--- config.mk ---
export PLATFORM = sky130hd
export DESIGN_NAME = instr_enc_flat
export DESIGN_NICKNAME = d
export VERILOG_FILES = /design/src/rtl/instr_enc_if.sv /design/src/rtl/instr_enc.sv /design/src/flat_wrapper.sv
export SDC_FILE = /design/constraint.sdc
export NUM_CORES = 1
export LEC_CHECK = 0
export ABC_AREA = 1
export CORE_ASPECT_RATIO = 0.7
export CORE_UTILIZATION = 35
export DETAILED_ROUTE_END_ITERATION = 10
export DONT_BUFFER_PORTS = 1
export SLEW_MARGIN = 20
export SYNTH_ARGS = -nofsm -noshare
export SYNTH_HDL_FRONTEND = slang
export SYNTH_SLANG_ARGS = --single-unit
--- constraint.sdc ---
create_clock -name clk -period 3.4 [get_ports clk]
set_input_delay 0.51 -clock clk [delete_from_list [all_inputs] [get_ports clk]]
set_output_delay 0.51 -clock clk [all_outputs]
set_load 0.005 [all_outputs]
--- src/rtl/instr_enc_if.sv ---
// Request/response bundle for the instruction encoder: field request in, packed words out.
// Carries no logic; the encoder owns all timing.
// The request side stalls on in_ready; the word side stalls on out_ready.
interface instr_enc_if #(
    parameter int DEPTH = 4
);
    localparam int LW = $clog2(DEPTH + 1);

    logic          in_valid;
    logic          in_ready;
    logic [2:0]    fmt;
    logic [6:0]    opcode;
    logic [4:0]    rd;
    logic [2:0]    funct3;
    logic [4:0]    rs1;
    logic [4:0]    rs2;
    logic [4:0]    rs3;
    logic [1:0]    set_type;
    logic [6:0]    funct7;
    logic [11:0]   imm12;
    logic [12:0]   branch_off;
    logic [4:0]    round_start;
    logic [4:0]    rep;
    logic          out_valid;
    logic          out_ready;
    logic [31:0]   out_instr;
    logic [LW-1:0] fifo_level;
    logic          busy;
    logic          err_illegal;

    modport slave (
        input  in_valid, fmt, opcode, rd, funct3, rs1, rs2, rs3, set_type,
               funct7, imm12, branch_off, round_start, rep, out_ready,
        output in_ready, out_valid, out_instr, fifo_level, busy, err_illegal
    );

    modport master (
        output in_valid, fmt, opcode, rd, funct3, rs1, rs2, rs3, set_type,
               funct7, imm12, branch_off, round_start, rep, out_ready,
        input  in_ready, out_valid, out_instr, fifo_level, busy, err_illegal
    );
endinterface

--- src/rtl/instr_enc.sv ---
// Packs instruction fields into 32-bit words; RND requests expand into rep+1 words with rising round.
// Latency: first word visible 1 cycle after accept; repeat words follow one per non-full cycle.
// Backpressure: in_ready low while expanding or FIFO full; expansion holds (no skip) while full.
// Optional build macro INSTR_ENC_STRICT_EN: also reject opcode[1:0]!=2'b11 and odd branch offsets.

module instr_enc_fifo #(
    parameter int W     = 32,
    parameter int DEPTH = 4
) (
    input  logic                       clk,
    input  logic                       reset,
    input  logic                       i_push_vld,
    input  logic [W-1:0]               i_push_dat,
    input  logic                       i_pop_rdy,
    output logic                       o_pop_vld,
    output logic [W-1:0]               o_pop_dat,
    output logic                       o_full,
    output logic [$clog2(DEPTH+1)-1:0] o_level
);
    localparam int AW = $clog2(DEPTH);
    localparam int LW = $clog2(DEPTH + 1);

    logic [W-1:0]  r_mem [DEPTH];
    logic [AW-1:0] r_wptr;
    logic [AW-1:0] r_rptr;
    logic [LW-1:0] r_count;
    logic          w_push;
    logic          w_pop;

    // Full/empty come from the registered count, so a pop never frees a slot for a same-cycle push.
    assign o_full    = (r_count == LW'(DEPTH));
    assign o_pop_vld = (r_count != '0);
    assign o_pop_dat = o_pop_vld ? r_mem[r_rptr] : '0;
    assign o_level   = r_count;
    assign w_push    = i_push_vld && !o_full;
    assign w_pop     = o_pop_vld && i_pop_rdy;

    // Storage write; contents need no reset because the head is masked while empty.
    always_ff @(posedge clk) begin
        if (w_push) begin
            r_mem[r_wptr] <= i_push_dat;
        end
    end

    // Pointers wrap naturally since DEPTH is a power of two.
    always_ff @(posedge clk) begin
        if (reset) begin
            r_wptr  <= '0;
            r_rptr  <= '0;
            r_count <= '0;
        end else begin
            if (w_push) r_wptr <= r_wptr + AW'(1);
            if (w_pop)  r_rptr <= r_rptr + AW'(1);
            if (w_push && !w_pop)      r_count <= r_count + LW'(1);
            else if (w_pop && !w_push) r_count <= r_count - LW'(1);
        end
    end
endmodule

module instr_enc #(
    parameter int DEPTH = 4
) (
    input  logic        clk,
    input  logic        reset,
    instr_enc_if.slave  bus
);
    localparam int LW = $clog2(DEPTH + 1);

    typedef enum logic {S_IDLE, S_EMIT} state_t;

    state_t        r_state;
    state_t        w_state_nxt;
    logic [31:0]   r_base;
    logic [4:0]    r_round;
    logic [4:0]    r_remain;
    logic          r_err;
    logic [31:0]   w_word;
    logic          w_reject;
    logic          w_accept;
    logic          w_full;
    logic          w_push;
    logic [31:0]   w_push_dat;
    logic          w_load;
    logic          w_step;
    logic [LW-1:0] w_level;

    // Field packing, one bit layout per format; the decoder extracts the same positions.
    always_comb begin
        w_word = 32'h0;
        case (bus.fmt)
            3'd0: w_word = {bus.funct7, bus.rs2, bus.rs1, bus.funct3, bus.rd, bus.opcode};
            3'd1: w_word = {bus.imm12, bus.rs1, bus.funct3, bus.rd, bus.opcode};
            3'd2: w_word = {bus.imm12[11:5], bus.rs2, bus.rs1, bus.funct3, bus.imm12[4:0], bus.opcode};
            3'd3: w_word = {bus.branch_off[12], bus.branch_off[10:5], bus.rs2, bus.rs1, bus.funct3,
                            bus.branch_off[4:1], bus.branch_off[11], bus.opcode};
            3'd4: w_word = {bus.set_type, bus.rs3, bus.rs2, bus.rs1, bus.funct3, bus.rd, bus.opcode};
            3'd5: w_word = {bus.funct7, bus.round_start, bus.rs1, bus.funct3, bus.rd, bus.opcode};
            default: w_word = 32'h0;
        endcase
    end

`ifdef INSTR_ENC_STRICT_EN
    assign w_reject = (bus.fmt[2] && bus.fmt[1]) || (bus.opcode[1:0] != 2'b11) ||
                      ((bus.fmt == 3'd3) && bus.branch_off[0]);
`else
    // Offset bit 0 is implied zero for branches and is simply dropped.
    logic w_unused_bits;
    assign w_unused_bits = bus.branch_off[0];
    assign w_reject      = bus.fmt[2] && bus.fmt[1];
`endif

    assign bus.in_ready = (r_state == S_IDLE) && !w_full;
    assign w_accept     = bus.in_valid && bus.in_ready;

    // Next-state and push selection: instance 0 at accept, repeat instances while EMIT and not full.
    always_comb begin
        w_state_nxt = r_state;
        w_push      = 1'b0;
        w_push_dat  = w_word;
        w_load      = 1'b0;
        w_step      = 1'b0;
        case (r_state)
            S_IDLE: begin
                if (w_accept && !w_reject) begin
                    w_push = 1'b1;
                    if ((bus.fmt == 3'd5) && (bus.rep != 5'd0)) begin
                        w_load      = 1'b1;
                        w_state_nxt = S_EMIT;
                    end
                end
            end
            S_EMIT: begin
                w_push_dat = {r_base[31:25], r_round, r_base[19:0]};
                if (!w_full) begin
                    w_push = 1'b1;
                    w_step = 1'b1;
                    if (r_remain == 5'd1) w_state_nxt = S_IDLE;
                end
            end
            default: w_state_nxt = S_IDLE;
        endcase
    end

    // State register.
    always_ff @(posedge clk) begin
        if (reset) r_state <= S_IDLE;
        else       r_state <= w_state_nxt;
    end

    // Repeat engine: latched template, next round value (5-bit wrap) and instances still owed.
    always_ff @(posedge clk) begin
        if (reset) begin
            r_base   <= 32'h0;
            r_round  <= 5'd0;
            r_remain <= 5'd0;
        end else if (w_load) begin
            r_base   <= w_word;
            r_round  <= bus.round_start + 5'd1;
            r_remain <= bus.rep;
        end else if (w_step) begin
            r_round  <= r_round + 5'd1;
            r_remain <= r_remain - 5'd1;
        end
    end

    // A rejected request still completes its handshake; flag it for exactly one cycle.
    always_ff @(posedge clk) begin
        if (reset) r_err <= 1'b0;
        else       r_err <= w_accept && w_reject;
    end

    instr_enc_fifo #(.W(32), .DEPTH(DEPTH)) u_fifo (
        .clk        (clk),
        .reset      (reset),
        .i_push_vld (w_push),
        .i_push_dat (w_push_dat),
        .i_pop_rdy  (bus.out_ready),
        .o_pop_vld  (bus.out_valid),
        .o_pop_dat  (bus.out_instr),
        .o_full     (w_full),
        .o_level    (w_level)
    );

    assign bus.fifo_level  = w_level;
    assign bus.busy        = (r_state == S_EMIT);
    assign bus.err_illegal = r_err;
endmodule

--- src/flat_wrapper.sv ---
// flat-port wrapper written by rule: the top's interface ports become plain ports
module instr_enc_flat 
#(
    parameter int DEPTH = 4
)
  (clk, reset, bus_in_valid, bus_fmt, bus_opcode, bus_rd, bus_funct3, bus_rs1, bus_rs2, bus_rs3, bus_set_type, bus_funct7, bus_imm12, bus_branch_off, bus_round_start, bus_rep, bus_out_ready, bus_in_ready, bus_out_valid, bus_out_instr, bus_fifo_level, bus_busy, bus_err_illegal);
  instr_enc_if #(.DEPTH(DEPTH)) bus_i ();
  input  logic clk;
  input  logic reset;
  input wire logic [$bits(bus_i.in_valid)-1:0] bus_in_valid;
  input wire logic [$bits(bus_i.fmt)-1:0] bus_fmt;
  input wire logic [$bits(bus_i.opcode)-1:0] bus_opcode;
  input wire logic [$bits(bus_i.rd)-1:0] bus_rd;
  input wire logic [$bits(bus_i.funct3)-1:0] bus_funct3;
  input wire logic [$bits(bus_i.rs1)-1:0] bus_rs1;
  input wire logic [$bits(bus_i.rs2)-1:0] bus_rs2;
  input wire logic [$bits(bus_i.rs3)-1:0] bus_rs3;
  input wire logic [$bits(bus_i.set_type)-1:0] bus_set_type;
  input wire logic [$bits(bus_i.funct7)-1:0] bus_funct7;
  input wire logic [$bits(bus_i.imm12)-1:0] bus_imm12;
  input wire logic [$bits(bus_i.branch_off)-1:0] bus_branch_off;
  input wire logic [$bits(bus_i.round_start)-1:0] bus_round_start;
  input wire logic [$bits(bus_i.rep)-1:0] bus_rep;
  input wire logic [$bits(bus_i.out_ready)-1:0] bus_out_ready;
  output wire logic [$bits(bus_i.in_ready)-1:0] bus_in_ready;
  output wire logic [$bits(bus_i.out_valid)-1:0] bus_out_valid;
  output wire logic [$bits(bus_i.out_instr)-1:0] bus_out_instr;
  output wire logic [$bits(bus_i.fifo_level)-1:0] bus_fifo_level;
  output wire logic [$bits(bus_i.busy)-1:0] bus_busy;
  output wire logic [$bits(bus_i.err_illegal)-1:0] bus_err_illegal;
  assign bus_i.in_valid = bus_in_valid;
  assign bus_i.fmt = bus_fmt;
  assign bus_i.opcode = bus_opcode;
  assign bus_i.rd = bus_rd;
  assign bus_i.funct3 = bus_funct3;
  assign bus_i.rs1 = bus_rs1;
  assign bus_i.rs2 = bus_rs2;
  assign bus_i.rs3 = bus_rs3;
  assign bus_i.set_type = bus_set_type;
  assign bus_i.funct7 = bus_funct7;
  assign bus_i.imm12 = bus_imm12;
  assign bus_i.branch_off = bus_branch_off;
  assign bus_i.round_start = bus_round_start;
  assign bus_i.rep = bus_rep;
  assign bus_i.out_ready = bus_out_ready;
  assign bus_in_ready = bus_i.in_ready;
  assign bus_out_valid = bus_i.out_valid;
  assign bus_out_instr = bus_i.out_instr;
  assign bus_fifo_level = bus_i.fifo_level;
  assign bus_busy = bus_i.busy;
  assign bus_err_illegal = bus_i.err_illegal;
  instr_enc #(.DEPTH(DEPTH)) u_core (.clk(clk), .reset(reset), .bus(bus_i));
endmodule
== After elaboration in Yosys (flattened, before gate mapping) ==
Memory sizes are Yosys's and may differ from the RTL's. A register that Yosys moved wholly into a read port is not among the register bits.
Index checks and enable logic that the tools add are counted.
Word-level totals
  memories kept: 1
  input bits: 81
  logic and storage cells: 66
  RAM bits: 128
  register bits after elaboration: 51
Cells by class
  $add $sub $neg: 7
  equality and inequality tests: 7
  reduce and logical (&&, ||, !) cells: 19
  mux-type cells: 23
  bitwise gates (word level): 1
Memory list
  u_core.u_fifo.r_mem: depth 4, width 32, rd ports 1, clocked after memory_dff 1, wr ports 1, line instr_enc.sv:23  | logic [W-1:0] r_mem [DEPTH];
Operators by type and width (count)
  $pmux W32 S6: 1
  $mux W32: 2
  $mux W5: 4
  $add A5 B1 Y5 const B: 2
  $logic_and A1 B1 Y1: 10
  $mux W1: 10
  $eq A3 B3 Y1 const B: 3
  $eq A3 B2 Y1 const B: 2
  $mux W3: 2
  $eq A5 B1 Y1 const B: 1
  $reduce_bool A5 Y1: 1
  $sub A5 B1 Y5 const B: 1
  $add A2 B1 Y2 const B: 2
  $logic_not A1 Y1: 4
  $mux W2: 2
  $pmux W1 S2: 2
  $reduce_bool A2 Y1: 2
  $add A3 B1 Y3 const B: 1
  $eq A3 B1 Y1 const B: 1
  $logic_not A3 Y1: 1
  $reduce_bool A3 Y1: 1
  $sub A3 B1 Y3 const B: 1
  $not A1 Y1: 1

== Longest topological paths before layout ==
Gate-level depths: netlist of run 1.
  word-level depth: 12
  depth in mapped cells: 15
  depth with buffers taken out: 14

== Modules after synthesis ==
From an unflattened synthesis of run 1, not the netlist that was laid out.
Unflattened totals
  cell total of the unflattened synthesis: 862
  area total of the unflattened synthesis: 8006.4 um^2
Modules (own cells, without submodules)
  instr_enc_fifo: cells each 447, area an instance 5449.0 um^2, times used 1
  instr_enc: cells each 415, area an instance 2557.5 um^2, times used 1

== Worst setup path after synthesis of run 1 ==
Ideal clock, no wire load.
  path type: in2reg
  start: input bus_fmt[1]
  end: memory u_core.u_fifo.r_mem[1][0] (enable)
  arrival time: 2.549 ns
  cell stages on the path: 6
  setup slack: 0.430 ns
  path buffers: 1
  required time: 2.979 ns
  cell sequence: buf_6 -> nand2_2 -> nand4_2 -> nand2_1 -> inv_1 -> nor2_1
Between the ends
  word-level cells in the longest chain between the ends: 8
RTL lines
  start, declared: line flat_wrapper.sv:11  | input wire logic [$bits(bus_i.fmt)-1:0] bus_fmt;
  $logic_and A1 B1 Y1: line instr_enc.sv:109  | assign w_reject = bus.fmt[2] && bus.fmt[1];
  $logic_not A1 Y1: line instr_enc.sv:124  | if (w_accept && !w_reject) begin
  $logic_and A1 B1 Y1: line instr_enc.sv:124
  $mux W1: line instr_enc.sv:124
  $pmux W1 S2: line instr_enc.sv:122  | case (r_state)
  $logic_and A1 B1 Y1: line instr_enc.sv:35  | assign w_push = i_push_vld && !o_full;
  via u_core.u_fifo.w_push: line instr_enc.sv:27  | logic w_push;
  $mux W1: line instr_enc.sv:40  | if (w_push) begin
  $mux W1 (not written as such): line instr_enc.sv:41  | r_mem[r_wptr] <= i_push_dat;
  end, declared: line instr_enc.sv:23
The timed path passes the listed nets, and every way through them passes these cells.

==> results.sh, run 1 <==
export IMPL_cts_sinks=176
export IMPL_cp_start_kind="flip-flop"
export IMPL_grt_use_total_pct=17.7
export IMPL_die_area_um2=23100
export IMPL_cts_repair_resized=0
export IMPL_switchingPower_mw=1.98
export IMPL_drive_above_1_share_pct=8.59
export IMPL_power_leakage_nw=3.35
export IMPL_drt_iter0_markers=402
export IMPL_cap_violations=0
export IMPL_synthCells=858
export IMPL_syn_area_um2=7880
export IMPL_status="completed"
export IMPL_setup_tns_ns=0
export IMPL_period_share_pct=83.1
export IMPL_power_frac_comb_pct=25.6
export IMPL_ir_drop_uv=299
export IMPL_cp_end_kind="output pin"
export IMPL_detail_route_antenna_nets=0
export IMPL_antenna_cells=0
export IMPL_final_setup_viol_count=0
export IMPL_die_x_um=181
export IMPL_die_h_um=128
export IMPL_htree_levels=4
export IMPL_critPathArrivalTime_ns=2.32
export IMPL_period_minus_slack_ns=2.83
export IMPL_synthMuxAreaShare_pct=0
export IMPL_synth_seq_area_share_pct=61.0
export IMPL_p_int_mw=4.05
export IMPL_relSlewSlack_pct=39.9
export IMPL_fillerInstances=2126
export IMPL_cp_max_fo=28
export IMPL_power_share_switching_pct=32.8
export IMPL_rows=45
export IMPL_power_density_nw_per_um2=679
export IMPL_wl_per_cell_um=17.4
export IMPL_cts_setup_buffers=0
export IMPL_clockRootBuffer="clkbuf_16"
export IMPL_synth_nets=948
export IMPL_post_synth_fa_ha_maj_area_fraction_pct=1.53
export IMPL_worst_ep_required_time_ns=2.89
export IMPL_syn_to_final_growth_pct=12.7
export IMPL_synth_seq_cells=176
export IMPL_fin_nets=950
export IMPL_grt_pass1_wl_mm=30.8
export IMPL_place_gp_congestion=0.798
export IMPL_num_io_pins=120
export IMPL_first_global_vias=5307
export IMPL_clk_pin_slew_worst_paths_ns=0.06
export IMPL_final_common_cell="nor2_1"
export IMPL_grt_setup_unrepaired="no"
export IMPL_synth_top_family_by_area="simple AND/OR/NAND/NOR gates"
export IMPL_grt_max_degree=65
export IMPL_synth_compound_area_share_pct=11.2
export IMPL_synth_edf_count=128
export IMPL_antenna_found_initial=0
export IMPL_start_util_pct=36.0
export IMPL_synth_xor_area_share_pct=0.445
export IMPL_yosys_warnings=0
export IMPL_hold_violations=0
export IMPL_core_um2=21800
export IMPL_timing_worst_setup_path_type="flip-flop to output pin"
export IMPL_routed_wl_mm=20.0
export IMPL_hold_buffers=0
export IMPL_cts_tree="done"
export IMPL_clockBufferDepth=2
export IMPL_num_vias=5816
export IMPL_portBuffers=0
export IMPL_synth_async_reset_ratio_pct=0
export IMPL_synth_cell_type_count=32
export IMPL_clock_skew_ns=0.0123
export IMPL_yosys_area_share_simple_pct=21.1
export IMPL_slew_violations=0
export IMPL_worst_pin_slew_ns=0.901
export IMPL_clkPwrFrac_pct=31.1
export IMPL_avgSynthCellArea_um2=9.18
export IMPL_min_path_type="input port to flip-flop"
export IMPL_numCtsBuffers=17
export IMPL_p_seq_share_pct=43.3
export IMPL_total_power_mw=6.03
export IMPL_whs_ns=0.143
export IMPL_dr_pass1_iters=5
export IMPL_grt_ovfl_total=0
export IMPL_fmax_mhz=354
export IMPL_final_cell_mix="184 x nor2_1, 155 x nand2_1, 128 x edfxtp_1"
export IMPL_ys_flop_type="edfxtp_1"
export IMPL_clk_latency_ns=0.43
export IMPL_drt_vias_per_instance=5.04
export IMPL_hpwl_mm=13.3
export IMPL_drc=0
==> power groups by stage <==
stage / sequential [mW] / clock (mW) / combinational (mW)
2_1_floorplan: 2.64 / 0 / 0.939
3_3_place_gp: 2.65 / 0 / 1.56
3_5_place_dp: 2.66 / 0 / 1.58
4_1_cts: 2.61 / 1.90 / 1.59
5_1_grt: 2.63 / 1.99 / 1.74
6_report: 2.61 / 1.87 / 1.55
==> through the flow <==
| step | worst slack, ns | util (%) | area [µm²] | instances |
|---|---|---|---|---|
| floorplan | 0.430 | - | 7880 | 858 |
| detailed placement | 0.866 | 38.0 | 8310 | 1123 |
| CTS | 0.520 | 40.6 | 8880 | 1155 |
| finish | 0.574 | 40.6 | 8880 | 1155 |
| global route | 0.409 | 40.6 | 8880 | 1155 |
| global placement | 0.891 | 38.0 | 8310 | 1123 |
==> kinds of logic after synthesis <==
family | after synthesis
AOI/OAI and AO/OA | 174
xor gates and xnor gates | 4
buffers and inverters | 91
adders and majority gates | 9
DFF | 176
and+or+nand+nor | 404
==> layer usage <==
layer  vias up  wire (µm)  track usage, %
li1       2892          -               -
met1      2726       9990            26.1
met2       191       8640            26.0
met3         7       1370            4.65
met4         0         47            3.44
met5         -          0               0
==> sequential cells by signal, indices dropped and copies added, names as in the netlist, named ones only <==
signal and count:
u_core.u_fifo.r_rptr 2, u_core.bus.err_illegal 1, u_core.u_fifo.o_level 3, u_core.r_round 5
u_core.r_remain 5, u_core.r_base 27, u_core.u_fifo.r_mem 128, u_core.bus.busy 1
u_core.u_fifo.r_wptr 2
==> synth_stat cells, drive strengths merged, types with 4 or more instances <==
| cell | n | area (µm²) |
|---|---|---|
| edfxtp | 128 | 3840 |
| nand3 | 35 | 175 |
| nor3 | 4 | 20.0 |
| inv | 45 | 171 |
| ha | 8 | 100 |
| dfxtp | 48 | 961 |
| nand4 | 13 | 87.6 |
| a31oi | 4 | 25.0 |
| o21ai | 116 | 581 |
| a21oi | 52 | 260 |
| nor2 | 191 | 743 |
| buf | 14 | 81.3 |
| nand2 | 160 | 628 |
| xor2 | 4 | 35.0 |
| clkbuf | 31 | 118 |
==> worst max-delay path: stages (launching register included) <==
cell	delay, ns
dfxtp_2	0.32
clkinv_1	0.57
buf_4	0.45
o21ai_0	0.18
a21oi_1	0.16
buf_4	0.20
==> cell type report <==
type	count	area [µm²]	share of cell area (%)
sequential	176	4810	54.1
clock buffer	21	460	5.19
tap	282	353	3.97
clock inverter	11	109	1.23
inverter	46	175	1.97
timing repair buffer	28	248	2.79
multi-input combinational	591	2730	30.7
==> path summary, 6_finish.rpt <==
check	start	cells after the start	slack, ns	to
worst max register to register	u_core.u_fifo.o_level[0]$_SDFFE_PP0P_	9	0.86	u_core.u_fifo.r_mem[2][15]$_DFFE_PP_
worst min register to register	u_core.r_base[11]$_SDFFE_PP0P_	2	0.45	u_core.r_base[11]$_SDFFE_PP0P_
worst max-delay path	flip-flop	5	0.57	bus_out_instr[9]
worst min-delay path	reset	1	0.14	u_core.r_remain[1]$_SDFFE_PP0P_
Note: power is estimated with default switching activity, not from simulation.
==> run 2, diff against run 1 <==
- clock period: 3.4 -> 2.5 ns (I/O delays scaled with it)
==> run 2 against run 1 <==
Compared with the run above: critical endpoint is now bus_out_instr[31]; flip-flop and latch count unchanged; non-clock buffer count up 28; critical path type unchanged; sequential power increased by 36%; clock power increased by 36%.
==> results.sh, run 2 (synthesis results as in run 1) <==
export IMPL_timing_worst_setup_path_type="flip-flop to output pin"
export IMPL_dpl_cell_count=1146
export IMPL_num_io_pins=120
export IMPL_die_area_um2=23100
export IMPL_r2r_cells=13
export IMPL_clockBufferDepth=2
export IMPL_largest_reg_flops=128
export IMPL_total_power_mw=8.59
export IMPL_wl_per_cell_um=16.9
export IMPL_syn_to_final_growth_pct=16.2
export IMPL_final_common_cell="nor2_1"
export IMPL_placed_area_um2=8490
export IMPL_grt_ovfl_total=0
export IMPL_fin_nets=979
export IMPL_dp_slack_ns=0.239
export IMPL_grt_use_total_pct=18.0
export IMPL_largest_register="u_core.u_fifo.r_mem"
export IMPL_drt_iter0_markers=495
export IMPL_largest_registers="u_core.u_fifo.r_mem: 128 flops, u_core.r_base: 27 flops"
export IMPL_die_h_um=128
export IMPL_power_density_nw_per_um2=939
export IMPL_status="completed"
export IMPL_cp_end_kind="output pin"
export IMPL_cp_max_fo=13
export IMPL_core_um2=21800
export IMPL_clock_skew_ns=0.00895
export IMPL_start_util_pct=36.0
export IMPL_whs_ns=0.0355
export IMPL_detail_route_antenna_nets=0
export IMPL_fillerInstances=2097
export IMPL_drc=0
export IMPL_grt_pass1_wl_mm=31.2
export IMPL_fin_area_um2=9150
export IMPL_grt_setup_unrepaired="no"
export IMPL_relSlewSlack_pct=57.4
export IMPL_numCtsBuffers=17
export IMPL_routed_wl_mm=20.0
export IMPL_portBuffers=0
export IMPL_cts_sinks=176
export IMPL_slew_violations=0
export IMPL_antenna_found_initial=0
export IMPL_endpoint="bus_out_instr[31]"
export IMPL_cap_violations=0
export IMPL_hold_violations=0
export IMPL_cp_start_kind="flip-flop"
export IMPL_final_setup_viol_count=0
export IMPL_cts_tree="done"
export IMPL_place_gp_congestion=0.825
export IMPL_num_vias=5902
export IMPL_period_minus_slack_ns=2.38
export IMPL_first_global_vias=5464
export IMPL_setup_tns_ns=0
export IMPL_fmax_mhz=419
export IMPL_htree_levels=4
export IMPL_clk_pin_slew_worst_paths_ns=0.06
export IMPL_critPathArrivalTime_ns=2.01
export IMPL_clockRootBuffer="clkbuf_16"
export IMPL_clk_latency_ns=0.43
export IMPL_dr_pass1_iters=4
export IMPL_ir_drop_uv=541
export IMPL_critPathLaunch="u_core.u_fifo.o_level[2]$_SDFFE_PP0P_"
export IMPL_die_x_um=181
export IMPL_final_cell_mix="184 x nor2_1, 155 x nand2_1, 128 x edfxtp_1"
export IMPL_rows=45
export IMPL_final_util_pct=41.9
export IMPL_drive_above_1_share_pct=12.1
export IMPL_reg2reg_setup_slack_ns=0.29
export IMPL_min_path_type="input port to flip-flop"
export IMPL_worst_slack_ns=0.115
export IMPL_timing_rr_start="u_core.u_fifo.o_level[1]$_SDFFE_PP0P_"
export IMPL_antenna_cells=0
export IMPL_drt_vias_per_instance=4.98
export IMPL_r2r_end="u_core.u_fifo.o_level[2]$_SDFFE_PP0P_"
export IMPL_grt_max_degree=57
export IMPL_final_cells=1184
export IMPL_period_share_pct=95.4
export IMPL_worst_pin_slew_ns=0.632
export IMPL_hpwl_mm=13.0
export IMPL_power_leakage_nw=3.51
export IMPL_worst_ep_required_time_ns=2.12
run 2: critical path: stages, from the launching register on:
cell	delay, ns
dfxtp_1	0.38
inv_1	0.09
nand2_1	0.18
clkinvlp_4	0.14
buf_12	0.16
buf_4	0.18
a21oi_1	0.27
buf_4	0.18
run 2: final cells by class:
cell class | count | area [µm²] | share of cell area (%)
Multi-Input combinational cell | 591 | 2730 | 29.8
Inverter | 46 | 183 | 2.00
Timing Repair inverter | 1 | 7.51 | 0.0820
Clock inverter | 14 | 129 | 1.41
Clock buffer | 18 | 439 | 4.80
Sequential cell | 176 | 4810 | 52.5
Tap cell | 282 | 353 | 3.86
Timing Repair Buffer | 56 | 502 | 5.48
run 2: timing repair:
item                                    4_1_cts  5_1_grt
resized for setup                             1        5
endpoints found under the hold margin         6        0
setup buffers                                 3        1
endpoints found under the setup margin        5       13
cloned                                        0        1
hold buffers                                  1        0
run 2: per-layer routing:
layer | part of all wire, % | global-route usage, % | vias up
li1 | - | - | 2950
met1 | 50 | 26.4 | 2743
met2 | 42 | 26.0 | 196
met3 | 7.2 | 4.99 | 13
met4 | 0.75 | 4.14 | 0
met5 | 0 | 0 | -
run 2: worst min-delay path by stage:
stage | startpoint | to | slack (ns) | cells after the start
after floorplan | u_core.r_base[10]$_SDFFE_PP0P_ | u_core.r_base[10]$_SDFFE_PP0P_ | 0.42 | 2
after global placement | u_core.r_base[8]$_SDFFE_PP0P_ | u_core.r_base[8]$_SDFFE_PP0P_ | 0.43 | 2
after detailed placement | u_core.r_base[11]$_SDFFE_PP0P_ | u_core.r_base[11]$_SDFFE_PP0P_ | 0.44 | 2
after CTS | reset | u_core.bus.err_illegal$_SDFF_PP0_ | 0.01 | 1
after global routing | reset | u_core.bus.err_illegal$_SDFF_PP0_ | 0.02 | 1
final | reset | u_core.bus.err_illegal$_SDFF_PP0_ | 0.04 | 1
run 2: report_power, final:
group	internal, mW	switching [mW]
clock network	1.41	1.13
logic	0.932	1.57
registers	3.45	0.0963
total	5.79	2.80
==> run 3, diff against run 2 <==
- CTS_BUF_LIST: not set -> sky130_fd_sc_hd__clkbuf_8 sky130_fd_sc_hd__clkbuf_16
==> results of run 3 <==
Final layout, timing and power as in run 2 (identical DEF).
